[src/rtl/pac_sprite_anim_if.sv]
// Pixel query stream for pac_sprite_anim: pixel coordinate in, on-sprite verdict out.
interface pac_sprite_anim_if #(
    parameter int COORD_W = 11
);
    logic [COORD_W-1:0] pix_x;
    logic [COORD_W-1:0] pix_y;
    logic               pix_valid;
    logic               is_pac;
    logic               is_pac_valid;

    modport master (
        output pix_x, pix_y, pix_valid,
        input  is_pac, is_pac_valid
    );

    modport slave (
        input  pix_x, pix_y, pix_valid,
        output is_pac, is_pac_valid
    );
endinterface

[src/rtl/pac_sprite_anim.sv]
// Pac-Man sprite pixel classifier: 2-stage hit pipeline plus per-frame mouth/facing animation.
// Optional death animation (ALIVE/DYING/GONE) is enabled with `define PAC_DEATH_ANIM_EN.
module pac_sprite_anim #(
    parameter int COORD_W         = 11,
    parameter int RADIUS          = 31,
    parameter int MOUTH_STEPS     = 4,
    parameter int FRAMES_PER_STEP = 4
) (
    input  logic                               clk,
    input  logic                               resetn,
    input  logic                               frame_tick,
    input  logic [COORD_W-1:0]                 pos_x,
    input  logic [COORD_W-1:0]                 pos_y,
    input  logic                               up,
    input  logic                               left,
    input  logic                               down,
    input  logic                               right,
    input  logic                               die,
    input  logic                               revive,
    pac_sprite_anim_if.slave                   pix,
    output logic [$clog2(MOUTH_STEPS+1)-1:0]   mouth_level
);

    localparam int STAGES = 2;
    localparam int SW     = COORD_W + 1;
    localparam int PW     = 2 * SW;
    localparam int ML_W   = $clog2(MOUTH_STEPS + 1);
    localparam int FC_W   = (FRAMES_PER_STEP > 1) ? $clog2(FRAMES_PER_STEP) : 1;

    localparam logic [PW-1:0] R2   = PW'(RADIUS * RADIUS);
    localparam logic [PW-1:0] MS_P = PW'(MOUTH_STEPS);

    typedef enum logic [1:0] {
        FACE_RIGHT,
        FACE_LEFT,
        FACE_DOWN,
        FACE_UP
    } face_t;

    face_t                    r_face;
    logic [FC_W-1:0]          r_fc;
    logic [ML_W-1:0]          r_level;
    logic                     r_rising;
    logic [STAGES:1]          r_vld_pipe;
    logic signed [SW-1:0]     r_dx;
    logic signed [SW-1:0]     r_dy;
    logic                     r_is_pac;

    logic                     w_wrap;
    logic [ML_W-1:0]          w_level_nxt;
    logic                     w_rising_nxt;
    logic [SW-1:0]            w_adx;
    logic [SW-1:0]            w_ady;
    logic signed [SW-1:0]     w_a;
    logic [SW-1:0]            w_p;
    logic                     w_a_pos;
    logic [PW-1:0]            w_dist;
    logic [PW-1:0]            w_lhs;
    logic [PW-1:0]            w_rhs;
    logic                     w_mouth;
    logic [PW-1:0]            w_thr;
    logic                     w_visible;
    logic                     w_hit;

    // ---------------- facing ----------------
    always_ff @(posedge clk or negedge resetn) begin
        if (!resetn) begin
            r_face <= FACE_RIGHT;
        end else if (frame_tick) begin
            if (up)         r_face <= FACE_UP;
            else if (left)  r_face <= FACE_LEFT;
            else if (down)  r_face <= FACE_DOWN;
            else if (right) r_face <= FACE_RIGHT;
        end
    end

    // ---------------- mouth ping-pong step ----------------
    always_comb begin
        w_wrap       = (r_fc == FC_W'(FRAMES_PER_STEP - 1));
        w_level_nxt  = r_level;
        w_rising_nxt = r_rising;
        if (r_rising) begin
            w_level_nxt = r_level + 1'b1;
            if (r_level == ML_W'(MOUTH_STEPS - 1)) w_rising_nxt = 1'b0;
        end else begin
            w_level_nxt = r_level - 1'b1;
            if (r_level == ML_W'(1)) w_rising_nxt = 1'b1;
        end
    end

`ifdef PAC_DEATH_ANIM_EN
    typedef enum logic [1:0] {
        ST_ALIVE,
        ST_DYING,
        ST_GONE
    } state_t;

    state_t      r_state;
    state_t      w_state_nxt;
    logic [2:0]  r_d;
    logic        w_die_ev;

    assign w_die_ev = die && !revive && (r_state == ST_ALIVE);

    always_ff @(posedge clk or negedge resetn) begin
        if (!resetn) r_state <= ST_ALIVE;
        else         r_state <= w_state_nxt;
    end

    always_comb begin
        w_state_nxt = r_state;
        if (revive) begin
            w_state_nxt = ST_ALIVE;
        end else begin
            case (r_state)
                ST_ALIVE: if (die) w_state_nxt = ST_DYING;
                ST_DYING: if (frame_tick && w_wrap && r_d == 3'd3) w_state_nxt = ST_GONE;
                default:  w_state_nxt = r_state;
            endcase
        end
    end

    // Frame counter restarts on die so shrink steps are a full period apart.
    always_ff @(posedge clk or negedge resetn) begin
        if (!resetn) begin
            r_fc     <= '0;
            r_level  <= '0;
            r_rising <= 1'b1;
            r_d      <= '0;
        end else if (revive) begin
            r_fc     <= '0;
            r_level  <= '0;
            r_rising <= 1'b1;
        end else if (w_die_ev) begin
            r_fc <= '0;
            r_d  <= '0;
        end else if (frame_tick) begin
            r_fc <= w_wrap ? '0 : r_fc + 1'b1;
            if (w_wrap && r_state == ST_ALIVE) begin
                r_level  <= w_level_nxt;
                r_rising <= w_rising_nxt;
            end else if (w_wrap && r_state == ST_DYING) begin
                r_d <= r_d + 1'b1;
            end
        end
    end

    assign w_thr     = (r_state == ST_DYING) ? (R2 >> r_d) : R2;
    assign w_visible = (r_state != ST_GONE);
`else
    logic w_unused_death;
    assign w_unused_death = die ^ revive;

    always_ff @(posedge clk or negedge resetn) begin
        if (!resetn) begin
            r_fc     <= '0;
            r_level  <= '0;
            r_rising <= 1'b1;
        end else if (frame_tick) begin
            r_fc <= w_wrap ? '0 : r_fc + 1'b1;
            if (w_wrap) begin
                r_level  <= w_level_nxt;
                r_rising <= w_rising_nxt;
            end
        end
    end

    assign w_thr     = R2;
    assign w_visible = 1'b1;
`endif

    // ---------------- stage 1: offsets from centre ----------------
    always_ff @(posedge clk or negedge resetn) begin
        if (!resetn) begin
            r_dx <= '0;
            r_dy <= '0;
        end else begin
            r_dx <= $signed({1'b0, pix.pix_x}) - $signed({1'b0, pos_x});
            r_dy <= $signed({1'b0, pix.pix_y}) - $signed({1'b0, pos_y});
        end
    end

    // ---------------- stage 2: body and mouth test ----------------
    // All animation state is sampled in the same cycle, so a pixel never sees a half-updated frame.
    always_comb begin
        w_adx = r_dx[SW-1] ? $unsigned(-r_dx) : $unsigned(r_dx);
        w_ady = r_dy[SW-1] ? $unsigned(-r_dy) : $unsigned(r_dy);
        w_dist = PW'(w_adx) * PW'(w_adx) + PW'(w_ady) * PW'(w_ady);
        case (r_face)
            FACE_RIGHT: begin w_a = r_dx;  w_p = w_ady; end
            FACE_LEFT:  begin w_a = -r_dx; w_p = w_ady; end
            FACE_DOWN:  begin w_a = r_dy;  w_p = w_adx; end
            default:    begin w_a = -r_dy; w_p = w_adx; end
        endcase
        w_a_pos = !w_a[SW-1] && (w_a != '0);
        w_lhs   = PW'(w_p) * MS_P;
        w_rhs   = PW'($unsigned(w_a)) * PW'(r_level);
        w_mouth = w_a_pos && (w_lhs < w_rhs);
        w_hit   = w_visible && (w_dist < w_thr) && !w_mouth;
    end

    always_ff @(posedge clk or negedge resetn) begin
        if (!resetn) begin
            r_vld_pipe <= '0;
            r_is_pac   <= 1'b0;
        end else begin
            r_vld_pipe <= {r_vld_pipe[STAGES-1:1], pix.pix_valid};
            r_is_pac   <= r_vld_pipe[1] && w_hit;
        end
    end

    assign pix.is_pac       = r_is_pac;
    assign pix.is_pac_valid = r_vld_pipe[STAGES];
    assign mouth_level      = r_level;

endmodule

[src/flat_wrapper.sv]
// flat-port wrapper written by rule: the top's interface ports become plain ports
module pac_sprite_anim_flat 
#(
    parameter int COORD_W         = 11,
    parameter int RADIUS          = 31,
    parameter int MOUTH_STEPS     = 4,
    parameter int FRAMES_PER_STEP = 4
)
  (clk, resetn, frame_tick, pos_x, pos_y, up, left, down, right, die, revive, mouth_level, pix_pix_x, pix_pix_y, pix_pix_valid, pix_is_pac, pix_is_pac_valid);
  pac_sprite_anim_if #(.COORD_W(COORD_W)) pix_i ();
  input  logic clk;
  input  logic resetn;
  input  logic frame_tick;
  input  logic [COORD_W-1:0] pos_x;
  input  logic [COORD_W-1:0] pos_y;
  input  logic up;
  input  logic left;
  input  logic down;
  input  logic right;
  input  logic die;
  input  logic revive;
  output logic [$clog2(MOUTH_STEPS+1)-1:0] mouth_level;
  input wire logic [$bits(pix_i.pix_x)-1:0] pix_pix_x;
  input wire logic [$bits(pix_i.pix_y)-1:0] pix_pix_y;
  input wire logic [$bits(pix_i.pix_valid)-1:0] pix_pix_valid;
  output wire logic [$bits(pix_i.is_pac)-1:0] pix_is_pac;
  output wire logic [$bits(pix_i.is_pac_valid)-1:0] pix_is_pac_valid;
  assign pix_i.pix_x = pix_pix_x;
  assign pix_i.pix_y = pix_pix_y;
  assign pix_i.pix_valid = pix_pix_valid;
  assign pix_is_pac = pix_i.is_pac;
  assign pix_is_pac_valid = pix_i.is_pac_valid;
  pac_sprite_anim #(.COORD_W(COORD_W), .RADIUS(RADIUS), .MOUTH_STEPS(MOUTH_STEPS), .FRAMES_PER_STEP(FRAMES_PER_STEP)) u_core (.clk(clk), .resetn(resetn), .frame_tick(frame_tick), .pos_x(pos_x), .pos_y(pos_y), .up(up), .left(left), .down(down), .right(right), .die(die), .revive(revive), .pix(pix_i), .mouth_level(mouth_level));
endmodule
[config.mk]
export PLATFORM = sky130hd
export DESIGN_NAME = pac_sprite_anim_flat
export DESIGN_NICKNAME = d
export VERILOG_FILES = /design/src/rtl/pac_sprite_anim_if.sv /design/src/rtl/pac_sprite_anim.sv /design/src/flat_wrapper.sv
export SDC_FILE = /design/constraint.sdc
export NUM_CORES = 1
export LEC_CHECK = 0
export CORE_MARGIN = 3
export CORE_UTILIZATION = 46
export DETAILED_ROUTE_END_ITERATION = 16
export GPL_TIMING_DRIVEN = 0
export SLEW_MARGIN = 25
export SYNTH_ARGS = -nofsm -noshare
export SYNTH_HDL_FRONTEND = slang
export SYNTH_SLANG_ARGS = --single-unit
[constraint.sdc]
create_clock -name clk -period 19.7 [get_ports clk]
set_input_delay 3.94 -clock clk [delete_from_list [all_inputs] [get_ports clk]]
set_output_delay 3.94 -clock clk [all_outputs]
set_load 0.05 [all_outputs]
==> Word level (Yosys, flattened, before mapping) <==
Cells that the tools add are included.
{ "totals": {"register_bits": 35, "in_bits": 54, "wordCells": 51} }
{ "classes": {"addsub": 8, "multipliers": 3, "n_lt_le_gt_ge": 2, "eq_ne": 5, "muxes": 13, "reduce_logical": 12} }
{ "ops": {"columns": ["op", "n"], "rows": [
  ["12-bit by 12-bit multiplier with 24-bit output", 2],
  ["12-bit 2-to-1 mux", 3],
  ["12-bit case mux with 3 select lines", 1],
  ["24-bit adder", 1],
  ["24-bit by 10-bit less-than comparator with 1-bit output (second input constant)", 1],
  ["12-bit negator", 2],
  ["11-bit by 11-bit subtractor with 12-bit output", 2],
  ["14-bit by 15-bit less-than comparator with 1-bit output", 1],
  ["12-bit by 3-bit multiplier with 15-bit output", 1],
  ["12-bit nonzero test", 1],
  ["2-bit 2-to-1 mux", 5],
  ["2-bit equality test (second input constant)", 2],
  ["1-bit logical AND", 4],
  ["2-bit AND reduction", 2],
  ["4-bit nonzero test", 1],
  ["3-bit by 1-bit adder with 3-bit output (second input constant)", 1],
  ["3-bit by 1-bit equality test with 1-bit output (second input constant)", 1],
  ["3-bit by 2-bit equality test with 1-bit output (second input constant)", 1],
  ["1-bit 2-to-1 mux", 3],
  ["3-bit 2-to-1 mux", 1],
  ["3-bit by 1-bit subtractor with 3-bit output (second input constant)", 1],
  ["2-bit by 1-bit adder with 2-bit output (second input constant)", 1],
  ["2-bit by 1-bit equality test with 1-bit output (second input constant)", 1],
  ["1-bit logical NOT", 2],
  ["2 further kinds", 2]
]} }

==> Logic depth before layout (Yosys ltp) <==
Gate-level depths: netlist of the first run.
{ "depth": {"depth_word": 8, "mapped_depth": 32} }

==> Worst setup path before layout of the first run <==
Ideal clock, no wire load.
{ "synth_timing": {"path_type": "register to register", "start": "register u_core.r_dy[0]", "end": "register u_core.r_is_pac, in the netlist u_core.pix.is_pac", "arrival_ps": 8557, "t_required_ps": 19604, "slack_ps": 11047, "stages_incl_launch_ff": 29, "synth_period_minus_slack_ps": 8653, "path_cell_list": "dfrtp_1 > clkbuf_1 > clkinv_1 > ha_1 > or3b_1 > buf_2 > o41a_1 > xnor2_1 > nor2_1 > fa_1 > inv_1 > fa_1 > inv_1 > fa_1 > fa_1 > fa_1 > fa_1 > inv_1 > fa_1 > inv_1 > ha_1 > o21ai_1 > nor2_1 > a221oi_1 > nand4_1 > a311o_1 > or4_1 > or4_1 > nor4_2"} }
{ "synth_via": {"elab_chain_len": 8} }
{ "synth_lines": {"columns": ["item", "line_no", "rtl"], "rows": [
  ["start: declaration", "pac_sprite_anim.sv:46", "logic signed [SW-1:0] r_dy;"],
  ["start signal: assignment", "pac_sprite_anim.sv:179", "r_dy <= $signed({1'b0, pix.pix_y}) - $signed({1'b0, pos_y});"],
  ["branches (longest 6 deep; another with 12-bit by 12-bit multiplier with 24-bit output)", null, null],
  ["1-bit logical AND (*)", "pac_sprite_anim.sv:199", "w_hit = w_visible && (w_dist < w_thr) && !w_mouth;"],
  ["1-bit logical AND (*)", "pac_sprite_anim.sv:208", "r_is_pac <= r_vld_pipe[1] && w_hit;"],
  ["end signal: assignment", "pac_sprite_anim.sv:208", null],
  ["end: declaration", "pac_sprite_anim.sv:47", "logic r_is_pac;"]
]} }
Every way passes the cells marked *.
A chain may end at the register's enable or synchronous reset.

==> Final worst setup path of the first run <==
Same ends and word-level chain as after synthesis.

==> impl_metrics.ini, run 1 <==
[sta]
hold_viol = 0
fin_crit_sh_pct = 56.5
period_needed_ns = 11.13
clock.fmax_mhz = 89.9
setup_tns_ns = 0
finClkSkew_ns = 0.00599
rsz0062_at_grt = false
worst_pin_slew_ns = 1.08
slew-limit-headroom_pct = 27.3
drv_slew = 0
setup-violations-final = 0

[yosys]
synthXorXnorAreaFrac_pct = 5.69
syn_area_mm2 = 0.0121
yosysSeqAreaShare_pct = 7.23
synth_edf_count = 0
synthesis.nets = 1840
synth_area_leaders = fa_1 35%, ha_1 16%, inv_1 12%, dfrtp_1 7.0%, nand2_1 4.3%
synthMuxAreaShare_pct = 1.81
synth_cells = 1420
yosys_most_used_dff = dfrtp_1
synth_top_family_by_area = adder cells
synth_fa_ha_area_share_pct = 50.9
synth_area_leader_cell = fa_1
ys_seq_elements = 35
synthSimpleGateAreaFrac_pct = 12.4
synthArstFlopShare_pct = 100
synth_compound_area_share_pct = 9.01
yosys_warnings = 0
synthDistinctLibCells = 67
synth_top_area_share_pct = 35.0
synth.avg_cell_area_um2 = 8.55

[routing]
finalWirelength_mm = 28.2
avgRoutedWirePerCell_um = 15.5
via_per_inst = 5.17
via_count = 9376
ant_nets = 0
drc = 0
drt_iter0_markers = 560
dr.pass1.iters = 5

[min_path]
holdPathEnd = u_core.r_vld_pipe[2]
holdCritStartpoint = u_core.r_vld_pipe[1]
hold_path.class = reg -> reg
whs_path_depth = 0

[placement]
routabilityCongestion = 0.882
io_buffers = 55
hpwl_mm = 24.6

[worst_setup_path]
r2r_cells = 28
cpMaxStageDelayCell = xnor2_1
r2r_start = u_core.r_dy[0]
start_kind = register
critPathBufInv = 7
timing.rr.end = u_core.pix.is_pac
reg2reg_slack_ns = 8.57
max_stage_delay_ns = 0.86
path_delay_family = adder cells
required_ns = 19.81
cp_data_arrival_time_ns = 11.24
end_kind = register
path_common_cell = fa_1
path_max_fanout = 10
critPathKind = reg -> reg

[grt]
antenna_found_initial = 0
gr-total-overflow = 0
grt_use_total_pct = 20.5
grtUsageMet2_pct = 33.2
grt_pass1_wl_mm = 46.9
grt_pass1_vias = 9421
grt.busiest_layer = met2
grt_use_met1_pct = 28.9
grt_util_met3_pct = 4.37
grt_start_max_net_pins = 32

[final_layout]
drive_gt1_share_pct = 2.09
antennaDiodeCount = 0
mostFrequentLayoutCells = 380 x inv_1, 212 x fa_1, 154 x ha_1, 139 x nand2_1, 103 x nor2_1
layout_commonest_cell = inv_1
area_growth_pct = 9.80
final_nets = 1903

[clocking]
clock_sinks = 35
cts_setup_buffers = 0
postCtsResizedCells = 0
cts_tree = done
clockBufferDepth = 2
cts_made_buffers = 5
cts_hold_buf = 0
htree_levels = 2
clock-root-buffer = clkbuf_16
clkTransAtPathRegs_ns = 0.06
worstSkewPairLatency_ns = 0.29

[floorplan]
start_util_pct = 47.5
chipHeight_um = 168
die_area_mm2 = 0.0284
io_pins = 59
die_w_um = 168
core_mm2 = 0.0255
rows = 58

[run]
cap_violations = 0

[outcome]
run_status = finished clean
routing by layer:
layer / wire length [um] / vias to the layer above
met1: 12400 / 4616
met3: 1840 / 30
met2: 13500 / 237
li1: - / 4493
met4: 459 / 0
met5: 0 / -
flip-flops by register name (all words and copies together) (netlist names):
signal and cells:
u_core.r_fc 2, u_core.r_rising 1, u_core.pix.is_pac 1, u_core.r_vld_pipe 2
u_core.r_dy 12, u_core.r_dx 12, u_core.r_face 2, u_core.mouth_level 3
per-stage QoR:
step	cells	cell area (um2)	utilization, %	setup WS (ns)	hold WS [ns]
final	1814	13300	52.2	8.57	0.503
after global routing	1814	13300	52.2	8.35	0.502
after CTS	1814	13300	52.1	8.58	0.510
after detailed placement	1806	13100	51.4	8.61	0.488
after global placement	1805	13100	51.3	8.65	0.494
after floorplan	1420	12100	-	11.05	0.353
cell families after synthesis:
kind of cell,Yosys count
buf+inv,418
fa+ha+maj,366
simple gates,336
compound gates,168
xor+xnor,78
flops,35
mux,19
synth_stat cells, drive strengths merged, types with 8 or more instances:
library cell / number
nand2: 139
clkbuf: 25
ha: 154
or4: 8
fa: 212
a21oi: 48
a21o: 12
nor3: 14
inv: 380
xor2: 36
mux2i: 13
nor2: 103
nand3: 10
nor2b: 10
nand2b: 8
o21ai: 36
o31ai: 12
xnor2: 42
and2: 17
dfrtp: 34
how the worst max path moves through the flow:
stage          slack (ns)                end  cells past startpoint      startpoint
3_5_place_dp         8.61  u_core.pix.is_pac                     30  u_core.r_dx[0]
3_3_place_gp         8.65  u_core.pix.is_pac                     30  u_core.r_dx[0]
4_1_cts              8.58  u_core.pix.is_pac                     30  u_core.r_dx[0]
6_report             8.57  u_core.pix.is_pac                     28  u_core.r_dy[0]
2_1_floorplan       11.05  u_core.pix.is_pac                     28  u_core.r_dy[0]
5_1_grt              8.35  u_core.pix.is_pac                     27  u_core.r_dy[0]
worst register-to-register path, delay by kind of cell, from the launching register on:
kind | cells | cell delay, ns
AO/OA/AOI/OAI | 3 | 0.73
XOR/XNOR | 1 | 0.86
adder cells (fa/ha/maj) | 9 | 3.99
buffers and inverters | 7 | 2.02
flip-flops | 1 | 0.34
AND/OR/NAND/NOR | 8 | 3.02
cell type report:
type / count / area (um2)
fillers: 2494 / 12200
repair buffers: 56 / 566
well taps: 330 / 413
clock inverters: 3 / 47.5
flip-flops and latches: 35 / 877
inverters: 387 / 1450
multi-input cells: 967 / 9720
plain buffers: 31 / 126
clock buffers: 5 / 125
Power of run 1 is left out: the tool's default activity adds up to more than one toggle a clock period on the data nets, which glitch-free logic cannot reach.
==> inputs of run 2 (changes only) <==
- PLACE_DENSITY: not set -> 0.66
- clock period: 19.7 -> 9.59 ns (I/O delays scaled with it)
==> run 2 against run 1 <==
  * Core utilization increased by 1.5 points
  * Routed wire length decreased by 0.97%
  * Register-to-register slack got worse by 8.3 ns
  * Non-clock buffer count increased by 15
  * Cell count increased by 0.83%
  * Global-route usage decreased by 0.37 points
  * Die area unchanged
  * Critical path type unchanged
  * Critical endpoint unchanged
  * Largest cell class unchanged
==> impl_metrics.ini, run 2 (synthesis gave the netlist of run 1 again) <==
[outcome]
run_status = finished clean

[sta]
fin_crit_sh_pct = 97.2
setup-violations-final = 0
finClkSkew_ns = 0.00239
worst_pin_slew_ns = 0.960
drv_slew = 0
fin_hold_ws_ns = 0.506
period_needed_ns = 9.32
clock.fmax_mhz = 107
slew-limit-headroom_pct = 35.3
hold_viol = 0

[clocking]
cts_hold_buf = 0
cts_tree = done
worstSkewPairLatency_ns = 0.28
clkTransAtPathRegs_ns = 0.06
clockBufferDepth = 2
htree_levels = 2
cts_made_buffers = 5
clock-root-buffer = clkbuf_16
clock_sinks = 35

[final_layout]
fin_cells = 1829
area_growth_pct = 13.0
final_nets = 1918
mostFrequentLayoutCells = 379 x inv_1, 212 x fa_1, 153 x ha_1, 139 x nand2_1, 101 x nor2_1
drive_gt1_share_pct = 5.60
layout_commonest_cell = inv_1
antennaDiodeCount = 0

[worst_setup_path]
reg2reg_slack_ns = 0.27
start_kind = register
path_delay_family = adder cells
max_stage_delay_ns = 0.57
path_common_cell = fa_1
critPathKind = reg -> reg
cpMaxStageDelayCell = or4_1
end_kind = register
path_max_fanout = 10
required_ns = 9.73
cp_data_arrival_time_ns = 9.46
critPathBufInv = 8

[grt]
gr-total-overflow = 0
grt_util_met3_pct = 5.17
grt_pass1_vias = 9331
grtUsageMet2_pct = 32.4
grt_pass1_wl_mm = 46.3
antenna_found_initial = 1
grt.busiest_layer = met2
grt_start_max_net_pins = 33
grt_use_total_pct = 20.1
grt_use_met1_pct = 28.1

[run]
cap_violations = 0

[floorplan]
core_mm2 = 0.0255
die_area_mm2 = 0.0284
rows = 58
io_pins = 59
start_util_pct = 47.5
die_w_um = 168
chipHeight_um = 168

[routing]
via_per_inst = 5.22
via_count = 9552
drc = 0
finalWirelength_mm = 27.9
dr.pass1.iters = 7
avgRoutedWirePerCell_um = 15.3
ant_nets = 0
drt_iter0_markers = 626

[placement]
dpl.cell_count = 1806
hpwl_mm = 23.9
routabilityCongestion = 0.904
io_buffers = 55

[min_path]
hold_path.class = reg -> reg
## run 2: changes by cell type in the layout (fill, tap and decap cells not counted), moves of 6 or more
cell	previous run	this run
buf_4	0	17
clkbuf_1	25	17
clkinv_1	7	1
xnor2_1	40	34
xor2_1	32	26
## run 2: repair_timing
action,4_1_cts,5_1_grt
setup buffers,7,10
setup endpoints to repair,1,1
pin swaps,4,9
gates resized for setup,29,35
## run 2: final cells by class
type / instances / area (um2)
clock buffer: 5 / 125
multi-input combinational: 967 / 9940
fill: 2386 / 11800
clock inverter: 3 / 47.5
inverter: 387 / 1480
tap: 330 / 413
sequential: 35 / 877
timing repair buffer: 73 / 693
buffer: 29 / 131
## run 2: stage by stage
stage          area, um2   TNS, ns  worst slack (ns)  util (%)
2_1_floorplan      12100         0             0.937         -
3_3_place_gp       13100     -1.38             -1.38      51.3
3_5_place_dp       13100     -1.46             -1.46      51.4
4_1_cts            13500         0            0.0366      52.9
5_1_grt            13700  -0.00801          -0.00801      53.7
6_report           13700         0             0.272      53.7
## run 2: worst register-to-register path, delay by kind of cell, from the launching register on
kind,cells,cell delay (ns)
buffers and inverters,8,1.00
adder cells (fa/ha/maj),9,3.94
AND/OR/NAND/NOR,7,2.55
flip-flops,1,0.38
AO/OA/AOI/OAI,3,0.96
XOR/XNOR,1,0.35
## run 2: final timing paths
check | start | end | cells past startpoint
worst min register to register | u_core.r_vld_pipe[1] | u_core.r_vld_pipe[2] | 0
worst max register to register | u_core.r_dy[0] | u_core.pix.is_pac | 28
min in group asynchronous | resetn | u_core.mouth_level[0] | 1
worst min-delay path | u_core.r_vld_pipe[1] | u_core.r_vld_pipe[2] | 0
max in group asynchronous | resetn | u_core.r_vld_pipe[2] | 2
worst max-delay path | u_core.r_dy[0] | u_core.pix.is_pac | 28
## run 2: per-layer routing
metal | routed length, um | vias up
li1 | - | 4527
met1 | 12000 | 4721
met2 | 13400 | 268
met3 | 2000 | 36
met4 | 495 | 0
met5 | 0 | -
Power of run 2 is left out for the same reason.
